===== config.mk =====
export PLATFORM = sky130hd
export DESIGN_NAME = onehot_phase_monitor_flat
export DESIGN_NICKNAME = d
export VERILOG_FILES = /design/src/rtl/onehot_phase_monitor_if.sv /design/src/rtl/onehot_phase_monitor.sv /design/src/flat_wrapper.sv
export SDC_FILE = /design/constraint.sdc
export NUM_CORES = 1
export LEC_CHECK = 0
export BUFFER_PORTS_ARGS = -buffer_cell sky130_fd_sc_hd__clkbuf_2
export CORE_ASPECT_RATIO = 0.7
export CORE_MARGIN = 4
export CORE_UTILIZATION = 30
export DETAILED_ROUTE_END_ITERATION = 10
export PLACE_DENSITY_LB_ADDON = 0.2
export SLEW_MARGIN = 15
export SYNTH_ARGS = -nofsm -noshare
export SYNTH_HDL_FRONTEND = slang
export SYNTH_SLANG_ARGS = --single-unit
export TNS_END_PERCENT = 5

===== constraint.sdc =====
create_clock -name clk -period 5.27 [get_ports clk]
set_clock_uncertainty 0.05 [all_clocks]
set_input_delay 1.054 -clock clk [delete_from_list [all_inputs] [get_ports clk]]
set_output_delay 1.054 -clock clk [all_outputs]
set_load 0.005 [all_outputs]

===== src/rtl/onehot_phase_monitor_if.sv =====
// Bundles the signals between the phase monitor and whatever feeds and observes it.
// The monitor itself is the slave side of this interface.
interface onehot_phase_monitor_if #(
  parameter int CNT_W = 8
);
  logic [2:0]       phase_in;
  logic             err_clr;
  logic [1:0]       phase_idx;
  logic             phase_valid;
  logic             rot_pulse;
  logic [CNT_W-1:0] rot_count;
  logic             locked;
  logic             err_onehot;
  logic             err_order;

  modport master (
    output phase_in, err_clr,
    input  phase_idx, phase_valid, rot_pulse, rot_count, locked, err_onehot, err_order
  );

  modport slave (
    input  phase_in, err_clr,
    output phase_idx, phase_valid, rot_pulse, rot_count, locked, err_onehot, err_order
  );
endinterface


===== src/rtl/onehot_phase_monitor.sv =====
// Watches a 3-phase one-hot rotation, decodes it, flags illegal samples and declares lock.
// Define PHASE_MON_HOLD_EN to accept a repeated phase as a legal stall.
module onehot_phase_monitor #(
  parameter int CNT_W    = 8,
  parameter int LOCK_ROT = 4
) (
  input  logic                   clk,
  input  logic                   reset,
  onehot_phase_monitor_if.slave  mon
);
  typedef enum logic [1:0] {IDLE, TRACK, LOCKED} state_t;

  localparam logic [CNT_W-1:0] CNT_MAX = '1;

  state_t           state_reg;
  logic [2:0]       prev_reg;
  logic [7:0]       good_rot_reg;
  logic [1:0]       phase_idx_reg;
  logic             phase_valid_reg;
  logic             rot_pulse_reg;
  logic [CNT_W-1:0] rot_count_reg;
  logic             locked_reg;
  logic             err_onehot_reg;
  logic             err_order_reg;

  logic [2:0] sample;
  logic [1:0] idx_term [3];
  logic [1:0] sample_idx;
  logic       sample_onehot;
  logic       is_succ;
  logic       is_wrap;
  logic       is_hold;
  logic       rot_event;
  logic [7:0] good_rot_inc;

  assign sample = mon.phase_in;

  genvar gi;
  generate
    for (gi = 0; gi < 3; gi++) begin : g_idx
      assign idx_term[gi] = sample[gi] ? 2'(gi) : 2'd0;
    end
  endgenerate

  assign sample_idx    = idx_term[0] | idx_term[1] | idx_term[2];
  assign sample_onehot = (sample != 3'b000) && ((sample & (sample - 3'd1)) == 3'b000);
  // Legal successor is a left rotation of the previous phase.
  assign is_succ       = (sample == {prev_reg[1:0], prev_reg[2]});
  assign is_wrap       = is_succ && (prev_reg == 3'b100);
`ifdef PHASE_MON_HOLD_EN
  assign is_hold       = (sample == prev_reg);
`else
  assign is_hold       = 1'b0;
`endif
  assign rot_event     = (state_reg != IDLE) && sample_onehot && is_wrap;
  assign good_rot_inc  = good_rot_reg + 8'd1;

  always_ff @(posedge clk) begin
    if (reset) begin
      state_reg       <= IDLE;
      prev_reg        <= 3'b000;
      good_rot_reg    <= 8'd0;
      phase_idx_reg   <= 2'd0;
      phase_valid_reg <= 1'b0;
      rot_pulse_reg   <= 1'b0;
      rot_count_reg   <= '0;
      locked_reg      <= 1'b0;
      err_onehot_reg  <= 1'b0;
      err_order_reg   <= 1'b0;
    end else begin
      phase_valid_reg <= sample_onehot;
      phase_idx_reg   <= sample_onehot ? sample_idx : 2'd0;
      rot_pulse_reg   <= rot_event;

      // Clear first; any error set below in the same cycle overrides it.
      if (mon.err_clr) begin
        err_onehot_reg <= 1'b0;
        err_order_reg  <= 1'b0;
        rot_count_reg  <= rot_event ? CNT_W'(1) : '0;
      end else if (rot_event && (rot_count_reg != CNT_MAX)) begin
        rot_count_reg  <= rot_count_reg + CNT_W'(1);
      end

      case (state_reg)
        IDLE: begin
          if (sample_onehot) begin
            state_reg    <= TRACK;
            prev_reg     <= sample;
            good_rot_reg <= 8'd0;
          end else begin
            err_onehot_reg <= 1'b1;
          end
        end
        TRACK, LOCKED: begin
          if (!sample_onehot) begin
            err_onehot_reg <= 1'b1;
            state_reg      <= IDLE;
            locked_reg     <= 1'b0;
          end else if (is_hold) begin
            state_reg <= state_reg;
          end else if (is_succ) begin
            prev_reg <= sample;
            if (is_wrap && (state_reg == TRACK)) begin
              good_rot_reg <= good_rot_inc;
              if (good_rot_inc == 8'(LOCK_ROT)) begin
                state_reg  <= LOCKED;
                locked_reg <= 1'b1;
              end
            end
          end else begin
            // Resync on the offending sample and restart the clean run.
            err_order_reg <= 1'b1;
            good_rot_reg  <= 8'd0;
            prev_reg      <= sample;
            state_reg     <= TRACK;
            locked_reg    <= 1'b0;
          end
        end
        default: begin
          state_reg  <= IDLE;
          locked_reg <= 1'b0;
        end
      endcase
    end
  end

  assign mon.phase_idx   = phase_idx_reg;
  assign mon.phase_valid = phase_valid_reg;
  assign mon.rot_pulse   = rot_pulse_reg;
  assign mon.rot_count   = rot_count_reg;
  assign mon.locked      = locked_reg;
  assign mon.err_onehot  = err_onehot_reg;
  assign mon.err_order   = err_order_reg;
endmodule

===== src/flat_wrapper.sv =====
// flat-port wrapper written by rule: the top's interface ports become plain ports
module onehot_phase_monitor_flat 
#(
  parameter int CNT_W    = 8,
  parameter int LOCK_ROT = 4
)
  (clk, reset, mon_phase_in, mon_err_clr, mon_phase_idx, mon_phase_valid, mon_rot_pulse, mon_rot_count, mon_locked, mon_err_onehot, mon_err_order);
  onehot_phase_monitor_if #(.CNT_W(CNT_W)) mon_i ();
  input  logic clk;
  input  logic reset;
  input wire logic [$bits(mon_i.phase_in)-1:0] mon_phase_in;
  input wire logic [$bits(mon_i.err_clr)-1:0] mon_err_clr;
  output wire logic [$bits(mon_i.phase_idx)-1:0] mon_phase_idx;
  output wire logic [$bits(mon_i.phase_valid)-1:0] mon_phase_valid;
  output wire logic [$bits(mon_i.rot_pulse)-1:0] mon_rot_pulse;
  output wire logic [$bits(mon_i.rot_count)-1:0] mon_rot_count;
  output wire logic [$bits(mon_i.locked)-1:0] mon_locked;
  output wire logic [$bits(mon_i.err_onehot)-1:0] mon_err_onehot;
  output wire logic [$bits(mon_i.err_order)-1:0] mon_err_order;
  assign mon_i.phase_in = mon_phase_in;
  assign mon_i.err_clr = mon_err_clr;
  assign mon_phase_idx = mon_i.phase_idx;
  assign mon_phase_valid = mon_i.phase_valid;
  assign mon_rot_pulse = mon_i.rot_pulse;
  assign mon_rot_count = mon_i.rot_count;
  assign mon_locked = mon_i.locked;
  assign mon_err_onehot = mon_i.err_onehot;
  assign mon_err_order = mon_i.err_order;
  onehot_phase_monitor #(.CNT_W(CNT_W), .LOCK_ROT(LOCK_ROT)) u_core (.clk(clk), .reset(reset), .mon(mon_i));
endmodule

Word level (Yosys, flattened, before mapping):

Index checks and enable logic that the tools add are counted.

* input bits: 6
* register bits: 28
* word-level logic and storage cells: 75
* output and inout bits: 15

* add/sub/neg operators: 3
* mux-type cells: 28
* reduce and logical (&&, ||, !) cells: 19
* bitwise gates (word level): 4
* eq/ne operators: 11

Operators with widths (count)
* $mux 8: 6
* $add 8x1->8 const B: 2
* $pmux 8 s2: 1
* $mux 1: 13
* $mux 2: 6
* $eq 8x3->1 const B: 1
* $ne 4x4->1 const B: 2
* $ne 8x8->1 const B: 1
* $logic_and 1x1->1: 6
* $reduce_and 3->1: 2
* $reduce_bool 2->1: 3
* $ne 2x1->1 const B: 2
* $pmux 2 s2: 1
* $reduce_and 4->1: 1
* $reduce_or 2->1: 2
* $and 3x3->3: 1
* $eq 3x3->1: 1
* $eq 3x3->1 const B: 1
* $logic_not 3->1: 1
* $ne 3x3->1 const B: 1
* $reduce_bool 3->1: 1
* $reduce_or 3->1: 1
* $sub 3x1->3 const B: 1
* $eq 2x1->1 const B: 1
* other kinds (6): 7

Depth between registers and ports, before layout:

Gate-level depths: netlist of the first run.

* depth in word-level cells: 9
* mapped depth: 9
* gate-level depth less buffers: 8

Worst setup path before layout of the first run:

No wires, ideal clock.

* path type: input to register
* start: in mon_phase_in[2]
* end: reg u_core.good_rot_reg[7]
* buffers on the path: 1
* required time: 5.149 ns
* arrival: 2.665 ns
* library setup time: 0.071 ns
* path slack: 2.484 ns
* stages: 7
* path through: buf_6 > xor2_1 > nor3_4 > nand2_4 > or4_4 > or4_1 > a21oi_1

* longest elaborated chain between the ends: 6
* elaborated cells on any way between the ends: 15
* classes of those cells: add/sub (1); eq/ne (4); mux (3); bitwise (1); reduce/logical (6)

RTL lines
* start, declared: line flat_wrapper.sv:11 `input wire logic [$bits(mon_i.phase_in)-1:0] mon_phase_in;`
* $sub 3x1->3: line onehot_phase_monitor.sv:46 `assign sample_onehot = (sample != 3'b000) && ((sample & (sample - 3'd1)) == 3'b000);`
* $and 3x3->3: line onehot_phase_monitor.sv:46
* $logic_not 3->1: line onehot_phase_monitor.sv:46
* $logic_and 1x1->1: line onehot_phase_monitor.sv:46
* $ne 2x1->1 (no line)
* $reduce_and 4->1 (no line)
* end signal, assigned: line onehot_phase_monitor.sv:104 `good_rot_reg <= good_rot_inc;`
* end, declared: line onehot_phase_monitor.sv:17 `logic [7:0] good_rot_reg;`

Several ways; a longest one is shown, not always the timed one. The select of a mux whose other input is x is not followed.
A chain may end at the register's enable or synchronous reset.

Worst setup path in the final report of the first run:

* start: in mon_phase_in[0]
* end: reg u_core.good_rot_reg[7]

Same word-level chain as after synthesis.

==> impl_metrics.json, run 1 <==
{
  "grt_pass1_vias": 1212,
  "power_w": 0.000402,
  "die_w_um": 94.2,
  "leakage_nw": 0.734,
  "ys.flop_type": "dfxtp_1",
  "yosys_warnings": 0,
  "fp-row-count": 21,
  "startpoint_type": "primary input",
  "path_cells": "clkbuf_2, xor2_1, nor3_4, nand2_4, or4_4, or4_1, a21oi_1",
  "dp_hpwl_um": 2600,
  "cts-root-buf": "clkbuf_8",
  "ios": 21,
  "drtAntennaViolNets": 0,
  "hold_buffers": 0,
  "dr.first_iter.drc_count": 104,
  "synth_seq_area_share_pct": 35.9,
  "async_reset_ff_share_pct": 0,
  "synthMuxAreaShare_pct": 1.92,
  "grt_pass1_wl_um": 5930,
  "whs_path_depth": 2,
  "crit_required_ns": 5.43,
  "p_per_area_mw_per_mm2": 229,
  "cts.sinks": 28,
  "power.internal_w": 0.000294,
  "h-tree-depth": 1,
  "ff2ff_setup_slack_ns": 2.84,
  "synth_edf_count": 0,
  "synth_xor_area_share_pct": 6.74,
  "register_area_um2": 561,
  "place_congestion": 0.794,
  "worstPathMaxFanout": 7,
  "worstHoldEndpoint": "u_core.mon.err_onehot",
  "seqPwrFrac_pct": 55.5,
  "crit_slowest_cell": "or4_4",
  "synthCells": 182,
  "initial_core_util_pct": 31.8,
  "p_switching_w": 0.000108,
  "outcome": "finished, final reports clean",
  "reg2reg_depth": 6,
  "fill_cells": 527,
  "die_area_mm2": 0.00644,
  "peakVddDrop_uv": 95.7,
  "area_delta_synth_final_pct": 12.6,
  "switching_share_pct": 26.9,
  "min_period_over_period_pct": 52.1,
  "cts_buffer_depth": 2,
  "vias": 1348,
  "period_needed_ns": 2.74,
  "syn_area_per_cell_um2": 8.57,
  "setup_tns_ns": 0,
  "yosys.area_share.simple_pct": 30.8,
  "worstSetupPathType": "in2reg",
  "diodes": 0,
  "critPathArrivalTime_ns": 2.90,
  "slowest_delay_ns": 0.46,
  "tightest_slew_ns": 0.815,
  "synth_seq_cells": 28,
  "port_buffers": 20,
  "clk_latency_ns": 0.27,
  "drive_gt1_share_pct": 18.1,
  "fin_nets": 214,
  "cts_tree": "yes",
  "min_from": "u_core.mon.err_onehot",
  "hold_ws_ns": 0.441,
  "die_height_um": 68.3,
  "routed_wl_um": 3490,
  "clkPwrFrac_pct": 28.8,
  "maxCapViolations": 0,
  "cts_resized": 0,
  "fmax_ghz": 0.364,
  "cts_made_buffers": 3,
  "viasPerCell": 5.03,
  "hold_viol": 0,
  "syn-cell-area_mm2": 0.00156,
  "wire_per_inst_um": 13.0,
  "synth_fa_ha_area_share_pct": 5.61,
  "synth_compound_area_share_pct": 15.8,
  "grt_max_degree": 18,
  "cts_setup_buffers": 0,
  "drv_slew": 0,
  "synth_fp_nets": 195,
  "antenna_found_initial": 0,
  "drc": 0,
  "reg2reg_from": "u_core.state_reg[0]",
  "grt-ovfl-total": 0,
  "firstDrtPassIters": 4,
  "fp.coreArea_mm2": 0.00491,
  "clk_pin_slew_ns": 0.09,
  "r2r_end": "u_core.good_rot_reg[5]",
  "setup-violations-final": 0,
  "grt_setup_unrepaired": "false",
  "ys_types": 54,
  "multi_input_area_um2": 950,
  "relSlewSlack_pct": 45.2,
  "cp-end-kind": "register",
  "grtUsageTotal_pct": 11.7,
  "pwr-share-comb_pct": 15.7,
  "synth_top_family_by_area": "simple AND/OR/NAND/NOR gates",
  "hold_class": "reg2reg"
}
[placed cells by master, fill, tap and decap left out, types with 2 or more instances in the layout]
cell type / instances
nand3_1: 12
and2_1: 3
a21oi_1: 12
clkbuf_2: 20
and4bb_2: 2
dfxtp_1: 28
nand4_1: 3
xor2_1: 10
xnor2_1: 2
and3_1: 7
nor3b_1: 2
or2_2: 2
or3_1: 2
nand2_1: 8
o21ai_0: 12
inv_1: 5
ha_1: 7
a31oi_1: 3
mux2i_1: 3
o21a_1: 2
clkbuf_8: 3
nor2_1: 21
[cells by family after synthesis]
family                   count (synthesis)
AND/OR/NAND/NOR                         81
AO/OA/AOI/OAI                           40
flip-flops                              28
XOR/XNOR                                12
buffers and inverters                   11
adder cells (fa/ha/maj)                  7
multiplexers                             3
[power by group through the flow]
stage | combinational (W) | clock (W) | sequential [W]
2_1_floorplan | 0.0000484 | 0 | 0.000228
3_3_place_gp | 0.0000635 | 0 | 0.000229
3_5_place_dp | 0.0000627 | 0 | 0.000228
4_1_cts | 0.0000631 | 0.000121 | 0.000223
5_1_grt | 0.0000699 | 0.000129 | 0.000224
6_report | 0.0000630 | 0.000116 | 0.000223
[synth_stat cells, types with 3 or more instances]
library cell / n / share of area (%)
ha_1: 7 / 5.6
a21oi_1: 12 / 3.8
nand4_1: 3 / 1.2
mux2i_1: 3 / 1.9
nor2_1: 21 / 5.1
xor2_1: 10 / 5.6
nand3_1: 12 / 3.8
a31oi_1: 3 / 1.2
inv_1: 5 / 1.2
and3_1: 7 / 2.8
and2_1: 3 / 1.2
nand2_1: 8 / 1.9
o21ai_0: 12 / 3.8
clkbuf_1: 3 / 0.72
dfxtp_1: 28 / 36
[through the flow]
step	util, %	instances	setup slack, ns	instance area, um2
3_5_place_dp	34.9	265	2.24	1720
6_report	35.8	268	2.53	1760
2_1_floorplan	-	182	2.48	1560
5_1_grt	35.8	268	2.35	1760
3_3_place_gp	34.9	265	2.30	1720
4_1_cts	35.8	268	2.54	1760
[worst max-delay path: cells and delay by family]
family / cells / cell delay [ns]
AOI/OAI and AO/OA: 1 / 0.15
xor gates and xnor gates: 1 / 0.20
buffers and inverters: 1 / 0.14
and+or+nand+nor: 4 / 1.36
[cell type report]
type / count / area share (%)
tap: 69 / 4.91
sequential: 28 / 31.9
multi-input combinational: 143 / 54.1
inverter: 5 / 1.07
timing repair buffer: 20 / 5.70
clock buffer: 3 / 2.35
[worst max path at each step]
| stage | endpoint | start | cells after the start |
|---|---|---|---|
| after global placement | u_core.good_rot_reg[7] | mon_phase_in[0] | 7 |
| after detailed placement | u_core.good_rot_reg[7] | mon_phase_in[0] | 7 |
| final | u_core.good_rot_reg[7] | mon_phase_in[0] | 7 |
| after floorplan | u_core.good_rot_reg[7] | mon_phase_in[2] | 7 |
| after global routing | u_core.mon.rot_count[6] | mon_phase_in[2] | 7 |
| after CTS | u_core.good_rot_reg[7] | mon_phase_in[0] | 7 |
[metal layers]
layer	global-route usage (%)	routed length (um)	vias to the layer above
met5	0	0	-
met4	1.62	7	0
met3	3.63	176	2
met2	14.8	1290	30
met1	18.9	2020	627
li1	-	-	689
Power figures use the tool's default switching activity.
==> run 2, diff against run 1 <==
Clock period 5.27 ns to 2.8 ns, I/O delays scaled along.
==> run 2 against run 1 <==
  * Via count down 0.15%
  * Cell count up 1.5%
  * Count of clock-buffer cells in the layout unchanged
  * Largest power group unchanged
  * Largest cell class unchanged
  * Clock power rose to 2.8 times the previous value
==> impl_metrics.json, run 2 (same netlist as run 1, synthesis figures left out) <==
{
  "drv_slew": 0,
  "outcome": "finished, final reports clean",
  "clkPwrFrac_pct": 37.2,
  "crit_required_ns": 2.96,
  "dp_hpwl_um": 2560,
  "grt_pass1_vias": 1164,
  "place_congestion": 0.797,
  "maxCapViolations": 0,
  "setup_slack_ns": 0.507,
  "routed_wl_um": 3460,
  "p_per_area_mw_per_mm2": 483,
  "grtUsageTotal_pct": 11.6,
  "seqPwrFrac_pct": 48.2,
  "vias": 1346,
  "setup_tns_ns": 0,
  "reg2reg_depth": 6,
  "antenna_found_initial": 0,
  "fin_nets": 217,
  "fin_area_mm2": 0.00181,
  "grt_max_degree": 18,
  "viasPerCell": 4.95,
  "cts.sinks": 28,
  "register_area_um2": 561,
  "cts_resized": 0,
  "cts_made_buffers": 3,
  "utilization_pct": 36.8,
  "clk_pin_slew_ns": 0.10,
  "wire_per_inst_um": 12.7,
  "p_switching_w": 0.000220,
  "peakVddDrop_uv": 232,
  "worstPathMaxFanout": 7,
  "drive_gt1_share_pct": 19.7,
  "fmax_ghz": 0.436,
  "power.internal_w": 0.000655,
  "grt-ovfl-total": 0,
  "ff2ff_setup_slack_ns": 0.51,
  "grt_setup_unrepaired": "false",
  "startpoint_type": "register",
  "period_needed_ns": 2.29,
  "die_height_um": 68.3,
  "cts-root-buf": "clkbuf_8",
  "r2r_end": "u_core.mon.locked",
  "diodes": 0,
  "h-tree-depth": 1,
  "area_delta_synth_final_pct": 16.0,
  "cts_tree": "yes",
  "die_area_mm2": 0.00644,
  "crit_start": "u_core.good_rot_reg[0]",
  "ios": 21,
  "multi_input_area_um2": 950,
  "cp-end-kind": "register",
  "hold_viol": 0,
  "layout_common_cells": "28 x dfxtp_1, 21 x nor2_1, 20 x clkbuf_2",
  "clk_latency_ns": 0.28,
  "drtAntennaViolNets": 0,
  "dpl_worst_slack_ns": 0.291,
  "worstSetupPathType": "reg2reg",
  "cts_buffer_depth": 2,
  "tightest_slew_ns": 0.593,
  "critPathArrivalTime_ns": 2.45,
  "relSlewSlack_pct": 60.2,
  "firstDrtPassIters": 4,
  "die_w_um": 94.2,
  "drc": 0,
  "grt_pass1_wl_um": 5860,
  "setup-violations-final": 0,
  "hold_buffers": 0,
  "cts_setup_buffers": 0,
  "final_common_cell": "dfxtp_1",
  "hold_ws_ns": 0.437,
  "switching_share_pct": 25.1,
  "min_period_over_period_pct": 81.9,
  "dr.first_iter.drc_count": 112,
  "endpoint": "u_core.mon.locked",
  "fp.coreArea_mm2": 0.00491,
  "fp-row-count": 21,
  "port_buffers": 20,
  "initial_core_util_pct": 31.8,
  "post_dp_cell_area_mm2": 0.00174,
  "hold_class": "reg2reg",
  "fill_cells": 522,
  "pwr-share-comb_pct": 14.6,
  "leakage_nw": 0.763,
  "reg2reg_from": "u_core.good_rot_reg[0]"
}
## run 2: changes by cell type in the layout (fill, tap and decap cells not counted)
cell	previous run	this run
buf_4	0	3
bufinv_16	0	1
## run 2: per-stage QoR
step	instances	power, W
2_1_floorplan	182	0.000520
3_3_place_gp	268	0.000561
3_5_place_dp	268	0.000557
4_1_cts	272	0.000887
5_1_grt	272	0.000916
6_report	272	0.000874
## run 2: cell type report
type                       instances  share of cell area [%]
multi-input combinational        143                    52.5
tap                               69                    4.77
clock buffer                       3                    2.28
inverter                           5                    1.04
clock inverter                     1                    1.66
sequential                        28                    31.0
timing repair buffer              23                    6.78
## run 2: power by group through the flow
stage / combinational [W] / sequential (W) / clock, W
after CTS: 0.000127 / 0.000421 / 0.000339
after global routing: 0.000142 / 0.000423 / 0.000352
after detailed placement: 0.000126 / 0.000431 / 0
final: 0.000128 / 0.000421 / 0.000325
after global placement: 0.000130 / 0.000431 / 0
after floorplan: 0.0000912 / 0.000428 / 0
## run 2: per-layer routing
| layer | vias up | part of all wire, % | GRT usage (%) |
|---|---|---|---|
| li1 | 696 | - | - |
| met1 | 615 | 59 | 18.9 |
| met2 | 33 | 34 | 14.2 |
| met3 | 2 | 6.5 | 3.41 |
| met4 | 0 | 0.40 | 2.16 |
| met5 | - | 0 | 0 |
## run 2: how the worst min path moves through the flow
stage,end,cells after the start,from
after floorplan,u_core.mon.err_onehot,2,u_core.mon.err_onehot
after global placement,u_core.mon.err_onehot,2,u_core.mon.err_onehot
after detailed placement,u_core.mon.err_onehot,2,u_core.mon.err_onehot
after CTS,u_core.mon.err_onehot,2,u_core.mon.err_onehot
after global routing,u_core.mon.rot_count[1],2,u_core.mon.rot_count[1]
final,u_core.mon.err_onehot,2,u_core.mon.err_onehot
## run 2: worst max-delay path, cell delays in order (launching register included)
cell and delay [ns]:
dfxtp_1 0.39, and2_0 0.27, a211o_1 0.33, a211oi_1 0.26
nand4_1 0.26, or3_2 0.51, a21oi_1 0.16
